--- src/rtl/mc_datapath.sv ---
// mc_datapath: multicycle MIPS-subset core (datapath + FSM controller).
// One memory port carries both instruction fetch and data accesses; every
// access is a req/ready handshake and may take any number of wait states.
// Ports:
//   i_clk         rising-edge clock
//   i_reset       synchronous active-high reset
//   o_mem_req     memory access request
//   o_mem_we      write strobe, meaningful only with o_mem_req
//   o_mem_addr    byte address
//   o_mem_wdata   store data
//   i_mem_rdata   read data, sampled on a req & ready cycle
//   i_mem_ready   access completes on a req & ready cycle
//   o_pc          current program counter
//   o_state       FSM state encoding
//   o_halted      sticky, set on entering the halt state
module mc_datapath #(
  parameter int unsigned    n        = 32,
  parameter logic [n-1:0]   RESET_PC = '0,
  parameter int unsigned    RA_REG   = 31
) (
  input  logic         i_clk,
  input  logic         i_reset,
  output logic         o_mem_req,
  output logic         o_mem_we,
  output logic [n-1:0] o_mem_addr,
  output logic [n-1:0] o_mem_wdata,
  input  logic [n-1:0] i_mem_rdata,
  input  logic         i_mem_ready,
  output logic [n-1:0] o_pc,
  output logic [3:0]   o_state,
  output logic         o_halted
);

  typedef enum logic [3:0] {
    StFetch  = 4'd0,
    StDecode = 4'd1,
    StMemAdr = 4'd2,
    StMemRd  = 4'd3,
    StMemWb  = 4'd4,
    StMemWr  = 4'd5,
    StExec   = 4'd6,
    StAluWb  = 4'd7,
    StBranch = 4'd8,
    StAddiEx = 4'd9,
    StAddiWb = 4'd10,
    StJump   = 4'd11,
    StJal    = 4'd12,
    StHalt   = 4'd15
  } state_e;

  localparam logic [5:0]   OpRtype = 6'h00;
  localparam logic [5:0]   OpJ     = 6'h02;
  localparam logic [5:0]   OpJal   = 6'h03;
  localparam logic [5:0]   OpBeq   = 6'h04;
  localparam logic [5:0]   OpAddi  = 6'h08;
  localparam logic [5:0]   OpLw    = 6'h23;
  localparam logic [5:0]   OpSw    = 6'h2B;
  localparam logic [4:0]   RaAddr  = 5'(RA_REG);
  localparam logic [n-1:0] PcStep  = n'(4);

  // Architectural and inter-cycle registers
  state_e       r_state;
  logic [n-1:0] r_pc;
  logic         r_halted;
  logic [31:0]  r_ir;
  logic [n-1:0] r_a;
  logic [n-1:0] r_b;
  logic [n-1:0] r_aluout;
  logic [n-1:0] r_mdr;
  logic [n-1:0] r_rf [32];

  // Instruction fields
  logic [5:0]   w_op;
  logic [4:0]   w_rs;
  logic [4:0]   w_rt;
  logic [4:0]   w_rd;
  logic [5:0]   w_funct;
  logic         w_unused_shamt;

  assign w_op           = r_ir[31:26];
  assign w_rs           = r_ir[25:21];
  assign w_rt           = r_ir[20:16];
  assign w_rd           = r_ir[15:11];
  assign w_funct        = r_ir[5:0];
  assign w_unused_shamt = ^r_ir[10:6];

  // Address arithmetic
  logic [n-1:0] w_simm;
  logic [n-1:0] w_branch_target;
  logic [n-1:0] w_jump_target;
  logic [n-1:0] w_addr_sum;

  assign w_simm          = {{(n-16){r_ir[15]}}, r_ir[15:0]};
  // r_pc already holds pc+4 once the fetch has completed
  assign w_branch_target = r_pc + (w_simm << 2);
  assign w_jump_target   = {r_pc[n-1:28], r_ir[25:0], 2'b00};
  assign w_addr_sum      = r_a + w_simm;

  // Register file read ports, r0 hard-wired to zero
  logic [n-1:0] w_rf_rs;
  logic [n-1:0] w_rf_rt;

  assign w_rf_rs = (w_rs == 5'd0) ? '0 : r_rf[w_rs];
  assign w_rf_rt = (w_rt == 5'd0) ? '0 : r_rf[w_rt];

  // ALU control from funct, plus legality of the funct code
  logic [2:0]   w_alu_ctl;
  logic         w_funct_ok;
  logic [n-1:0] w_alu_y;

  always_comb begin
    w_alu_ctl  = 3'b010;
    w_funct_ok = 1'b1;
    case (w_funct)
      6'h20:   w_alu_ctl = 3'b010;
      6'h22:   w_alu_ctl = 3'b110;
      6'h24:   w_alu_ctl = 3'b000;
      6'h25:   w_alu_ctl = 3'b001;
      6'h2A:   w_alu_ctl = 3'b111;
      default: w_funct_ok = 1'b0;
    endcase
  end

  always_comb begin
    w_alu_y = '0;
    case (w_alu_ctl)
      3'b010:  w_alu_y = r_a + r_b;
      3'b110:  w_alu_y = r_a - r_b;
      3'b000:  w_alu_y = r_a & r_b;
      3'b001:  w_alu_y = r_a | r_b;
      3'b111:  w_alu_y = {{(n-1){1'b0}}, ($signed(r_a) < $signed(r_b))};
      default: w_alu_y = '0;
    endcase
  end

  // Next-state logic
  state_e w_state_next;

  always_comb begin
    w_state_next = r_state;
    case (r_state)
      StFetch:  if (i_mem_ready) w_state_next = StDecode;
      StDecode: begin
        case (w_op)
          OpLw, OpSw: w_state_next = StMemAdr;
          OpRtype:    w_state_next = StExec;
          OpBeq:      w_state_next = StBranch;
          OpAddi:     w_state_next = StAddiEx;
          OpJ:        w_state_next = StJump;
          OpJal:      w_state_next = StJal;
          default:    w_state_next = StHalt;
        endcase
      end
      StMemAdr: w_state_next = (w_op == OpLw) ? StMemRd : StMemWr;
      StMemRd:  if (i_mem_ready) w_state_next = StMemWb;
      StMemWb:  w_state_next = StFetch;
      StMemWr:  if (i_mem_ready) w_state_next = StFetch;
      StExec:   w_state_next = w_funct_ok ? StAluWb : StHalt;
      StAluWb:  w_state_next = StFetch;
      StBranch: w_state_next = StFetch;
      StAddiEx: w_state_next = StAddiWb;
      StAddiWb: w_state_next = StFetch;
      StJump:   w_state_next = StFetch;
      StJal:    w_state_next = StFetch;
      StHalt:   w_state_next = StHalt;
      default:  w_state_next = StHalt;
    endcase
  end

  // Memory port; request is masked during reset so a pending access never completes
  always_comb begin
    o_mem_req   = 1'b0;
    o_mem_we    = 1'b0;
    o_mem_addr  = r_pc;
    o_mem_wdata = r_b;
    case (r_state)
      StFetch: o_mem_req = ~i_reset;
      StMemRd: begin
        o_mem_req  = ~i_reset;
        o_mem_addr = r_aluout;
      end
      StMemWr: begin
        o_mem_req  = ~i_reset;
        o_mem_we   = ~i_reset;
        o_mem_addr = r_aluout;
      end
      default: ;
    endcase
  end

  // Register file write port
  logic         w_rf_we;
  logic [4:0]   w_rf_waddr;
  logic [n-1:0] w_rf_wdata;

  always_comb begin
    w_rf_we    = 1'b0;
    w_rf_waddr = w_rt;
    w_rf_wdata = r_aluout;
    case (r_state)
      StMemWb: begin
        w_rf_we    = 1'b1;
        w_rf_wdata = r_mdr;
      end
      StAluWb: begin
        w_rf_we    = 1'b1;
        w_rf_waddr = w_rd;
      end
      StAddiWb: w_rf_we = 1'b1;
      StJal: begin
        w_rf_we    = 1'b1;
        w_rf_waddr = RaAddr;
        w_rf_wdata = r_pc;
      end
      default: ;
    endcase
  end

  always_ff @(posedge i_clk) begin
    if (!i_reset && w_rf_we && (w_rf_waddr != 5'd0)) begin
      r_rf[w_rf_waddr] <= w_rf_wdata;
    end
  end

  // State and datapath registers
  always_ff @(posedge i_clk) begin
    if (i_reset) begin
      r_state  <= StFetch;
      r_pc     <= RESET_PC;
      r_halted <= 1'b0;
      r_ir     <= '0;
      r_a      <= '0;
      r_b      <= '0;
      r_aluout <= '0;
      r_mdr    <= '0;
    end else begin
      r_state <= w_state_next;
      if (w_state_next == StHalt) r_halted <= 1'b1;
      case (r_state)
        StFetch: begin
          if (i_mem_ready) begin
            r_ir <= i_mem_rdata[31:0];
            r_pc <= r_pc + PcStep;
          end
        end
        StDecode: begin
          r_a      <= w_rf_rs;
          r_b      <= w_rf_rt;
          r_aluout <= w_branch_target;
        end
        StMemAdr, StAddiEx: r_aluout <= w_addr_sum;
        StMemRd:  if (i_mem_ready) r_mdr <= i_mem_rdata;
        StExec:   r_aluout <= w_alu_y;
        StBranch: if (r_a == r_b) r_pc <= r_aluout;
        StJump, StJal: r_pc <= w_jump_target;
        default: ;
      endcase
    end
  end

  assign o_pc     = r_pc;
  assign o_state  = r_state;
  assign o_halted = r_halted;

endmodule

--- config.mk ---
export PLATFORM = sky130hd
export DESIGN_NAME = mc_datapath
export DESIGN_NICKNAME = d
export VERILOG_FILES = /design/src/rtl/mc_datapath.sv
export SDC_FILE = /design/constraint.sdc
export NUM_CORES = 2
export LEC_CHECK = 0
export CAP_MARGIN = 10
export CORE_MARGIN = 2
export CORE_UTILIZATION = 44
export CTS_BUF_LIST = sky130_fd_sc_hd__clkbuf_8
export CTS_CLUSTER_SIZE = 30
export DETAILED_ROUTE_END_ITERATION = 8
export GPL_ROUTABILITY_DRIVEN = 0
export GPL_TIMING_DRIVEN = 0
export PLACE_DENSITY_LB_ADDON = 0.3
export SYNTH_ARGS = -nofsm -noshare
export SYNTH_HDL_FRONTEND = slang
export SYNTH_SLANG_ARGS = --single-unit
--- constraint.sdc ---
create_clock -name i_clk -period 5 [get_ports i_clk]
set_input_delay 0.75 -clock i_clk [delete_from_list [all_inputs] [get_ports i_clk]]
set_output_delay 0.75 -clock i_clk [all_outputs]
set_load 0.1 [all_outputs]
==> results.py <==
metrics = {
    "die": {
        "dieArea_mm2": 0.150,
        "die_w_um": 388,
        "placeableCoreArea_mm2": 0.146,
        "start_util": 0.444,
        "core.rowCount": 140,
        "die_h_um": 388,
        "ioPinCount": 138,
    },
    "worst_setup_path": {
        "path_cells": "clkdlybuf4s50_1 -> clkbuf_1 -> clkbuf_1 -> clkbuf_1 -> nor2_1 -> clkdlybuf4s50_1",
        "worstSetupPathType": "primary input to output pin",
        "path_max_fanout": 10,
        "critPathBufInv": 5,
        "max_stage_delay_ns": 1.02,
        "arrival_ns": 4.24,
        "cp-start-kind": "primary input",
        "required_ns": 4.25,
        "cpLargestDelayFamily": "buffers and inverters",
        "worst_path_max_delay_cell": "clkdlybuf4s50_1",
        "crit_top_cell": "clkbuf_1",
        "crit_path_end_kind": "output pin",
    },
    "synthesis": {
        "syn-cell-area_mm2": 0.0648,
        "ys_ff_latch": 1231,
        "yosysUniqueCellTypes": 86,
        "yosys_warnings": 0,
        "syn-instance-count": 4489,
        "synth_top_area_cell": "edfxtp_1",
        "synth_top_flop_cell": "edfxtp_1",
        "yosys.area.top_type_share": 0.475,
        "seq_area_frac_synth": 0.539,
        "synth_edf_count": 1024,
        "avgSynthCellArea_um2": 14.4,
        "ys_top_cells_by_count": "1024 x edfxtp_1, 640 x mux4_2, 380 x nor2_1",
        "synthArstFlopShare": 0,
        "synthTopCellsByArea": "edfxtp_1 47%, mux4_2 22%, dfxtp_1 6.4%",
        "synth.most_common_cell": "edfxtp_1",
    },
    "routing": {
        "num_vias": 47200,
        "wl_per_cell_um": 33.4,
        "dr.pass1.iters": 9,
        "ant_nets": 0,
        "vias_per_cell": 6.70,
        "wl_mm": 235,
        "drc": 2,
        "drtIter0Drc": 7857,
    },
    "layout": {
        "drive_gt1_frac": 0.229,
        "area_growth_syn_to_layout_pct": 15.5,
        "post-route-util": 0.513,
        "fin_nets": 5160,
    },
    "clocking": {
        "cts.clk_slew.worst_paths_ns": 0.06,
        "h-tree-depth": 4,
        "cts.sinks": 1231,
        "cts_buffer_depth": 3,
        "hold_buffers": 0,
        "clock_latency_ns": 0.97,
        "cts_buffers": 198,
        "clockRootBuffer": "clkbuf_8",
        "cts_tree": "yes",
    },
    "timing": {
        "rsz0062_at_grt": "false",
        "final.setup.tns_ns": 0,
        "fin_ws_ns": 0.0111,
        "max_slew.worst_pin.slew_ns": 1.38,
        "holdWs_ns": 0.402,
        "final.min_clock_period_ns": 4.99,
        "hold_viol": 0,
        "relSlewSlack": 0.0716,
        "timing.fmax_mhz": 200,
        "setup_viol": 0,
        "post-route-period-util": 0.998,
        "finClkSkew_ns": 0.0641,
        "maxSlewViolCount": 0,
    },
    "pwr": {
        "ir_worst_vdd_v": 0.000450,
        "power_leakage_nw": 24.0,
        "power_density_mw_per_mm2": 661,
        "total_power_w": 0.0495,
    },
    "run_status": {
        "violations": "design-rule violations",
        "outcome": "finished with violations",
    },
    "global_routing": {
        "grt_pass1_wl_mm": 329,
        "grt_start_max_net_pins": 35,
        "antenna_found_initial": 7,
        "grt_pass1_vias": 45300,
        "overflow": 0,
        "grt_usage": 0.308,
    },
    "run": {
        "max-cap-violations": 0,
    },
    "placed_design": {
        "hpwl_mm": 172,
        "dp_slack_ns": 0.153,
        "io_buffers": 137,
    },
    "hold_path": {
        "hold_path_class": "primary input to register",
    },
}
==> cells by family after synthesis <==
family | count (synthesis) | share of synthesized area
compound gates | 884 | 0.0860
xor+xnor | 64 | 0.00865
fa+ha+maj | 174 | 0.0341
buf+inv | 432 | 0.0254
flops | 1231 | 0.539
mux | 772 | 0.244
other cells | 1 | 0.0000579
simple gates | 931 | 0.0636
==> layout make-up <==
class                           count  area (um^2)
Fill cell                       12000        71100
Sequential cell                  1231        34900
Multi-Input combinational cell   2857        28900
Timing Repair Buffer              231         3090
Clock buffer                      211         2900
Tap cell                         1917         2400
Buffer                            315         1210
Clock inverter                    151          981
Inverter                          117          439
Antenna cell                        6         15.0
==> cell usage in the layout, fill, tap and decap left out, types with 43 or more instances in the layout <==
master	Yosys	routed
clkbuf_8	0	211
clkinv_1	0	43
nor3_1	66	65
a21oi_1	374	342
buf_1	75	72
mux2i_1	100	100
clkdlybuf4s50_1	0	104
o21ai_0	153	153
nor2_1	380	348
nand2_1	271	271
edfxtp_1	1024	1024
dfxtp_1	207	206
ha_1	170	170
inv_1	116	174
clkbuf_1	224	223
mux4_2	640	640
==> final timing paths <==
path         cells after the start   endpoint             from  slack, ns
max                              6   o_mem_we          i_reset       0.01
min                              3  r_mdr[25]  i_mem_rdata[25]       0.40
max reg2reg                      9     r_a[6]         register       0.26
min reg2reg                      2  r_mdr[31]        r_mdr[31]       0.46
==> timing repair <==
| action | 4_1_cts | 5_1_grt |
|---|---|---|
| pin swaps | 0 | 0 |
| gates resized for setup | 90 | 4 |
| setup buffers | 0 | 0 |
| endpoints found under the hold margin | 0 | 0 |
| endpoints found under the setup margin | 33 | 29 |
==> state kept, by name, summed over array words and instances (netlist names), named ones only <==
name         cells
o_halted         1
o_mem_wdata     32
o_pc            32
o_state          4
r_a             32
r_aluout        32
r_ir            32
r_mdr           32
r_rf          1024
==> power by group <==
group	internal, W	switching (W)
Sequential	0.0133	0.00120
Combinational	0.00952	0.0168
Clock	0.00445	0.00429
Total	0.0272	0.0223
==> routing by layer <==
metal	track usage	up-vias	wire length, um
met2	0.475	3723	106000
met5	0	-	52
li1	-	19000	-
met4	0.182	8	16500
met3	0.0889	765	31400
met1	0.388	23700	80600
==> tightest hold or removal path: stages <==
cell and delay [ns]:
clkdlybuf4s50_1 0.42, nand2_1 0.06, a21oi_1 0.05
==> metrics by stage <==
step / cells / cell area [um^2]
floorplan: 4520 / 64900
global placement: 6574 / 68700
detailed placement: 6657 / 70700
CTS: 7019 / 74600
global route: 7033 / 74800
finish: 7036 / 74800
Power figures use the tool's default switching activity.
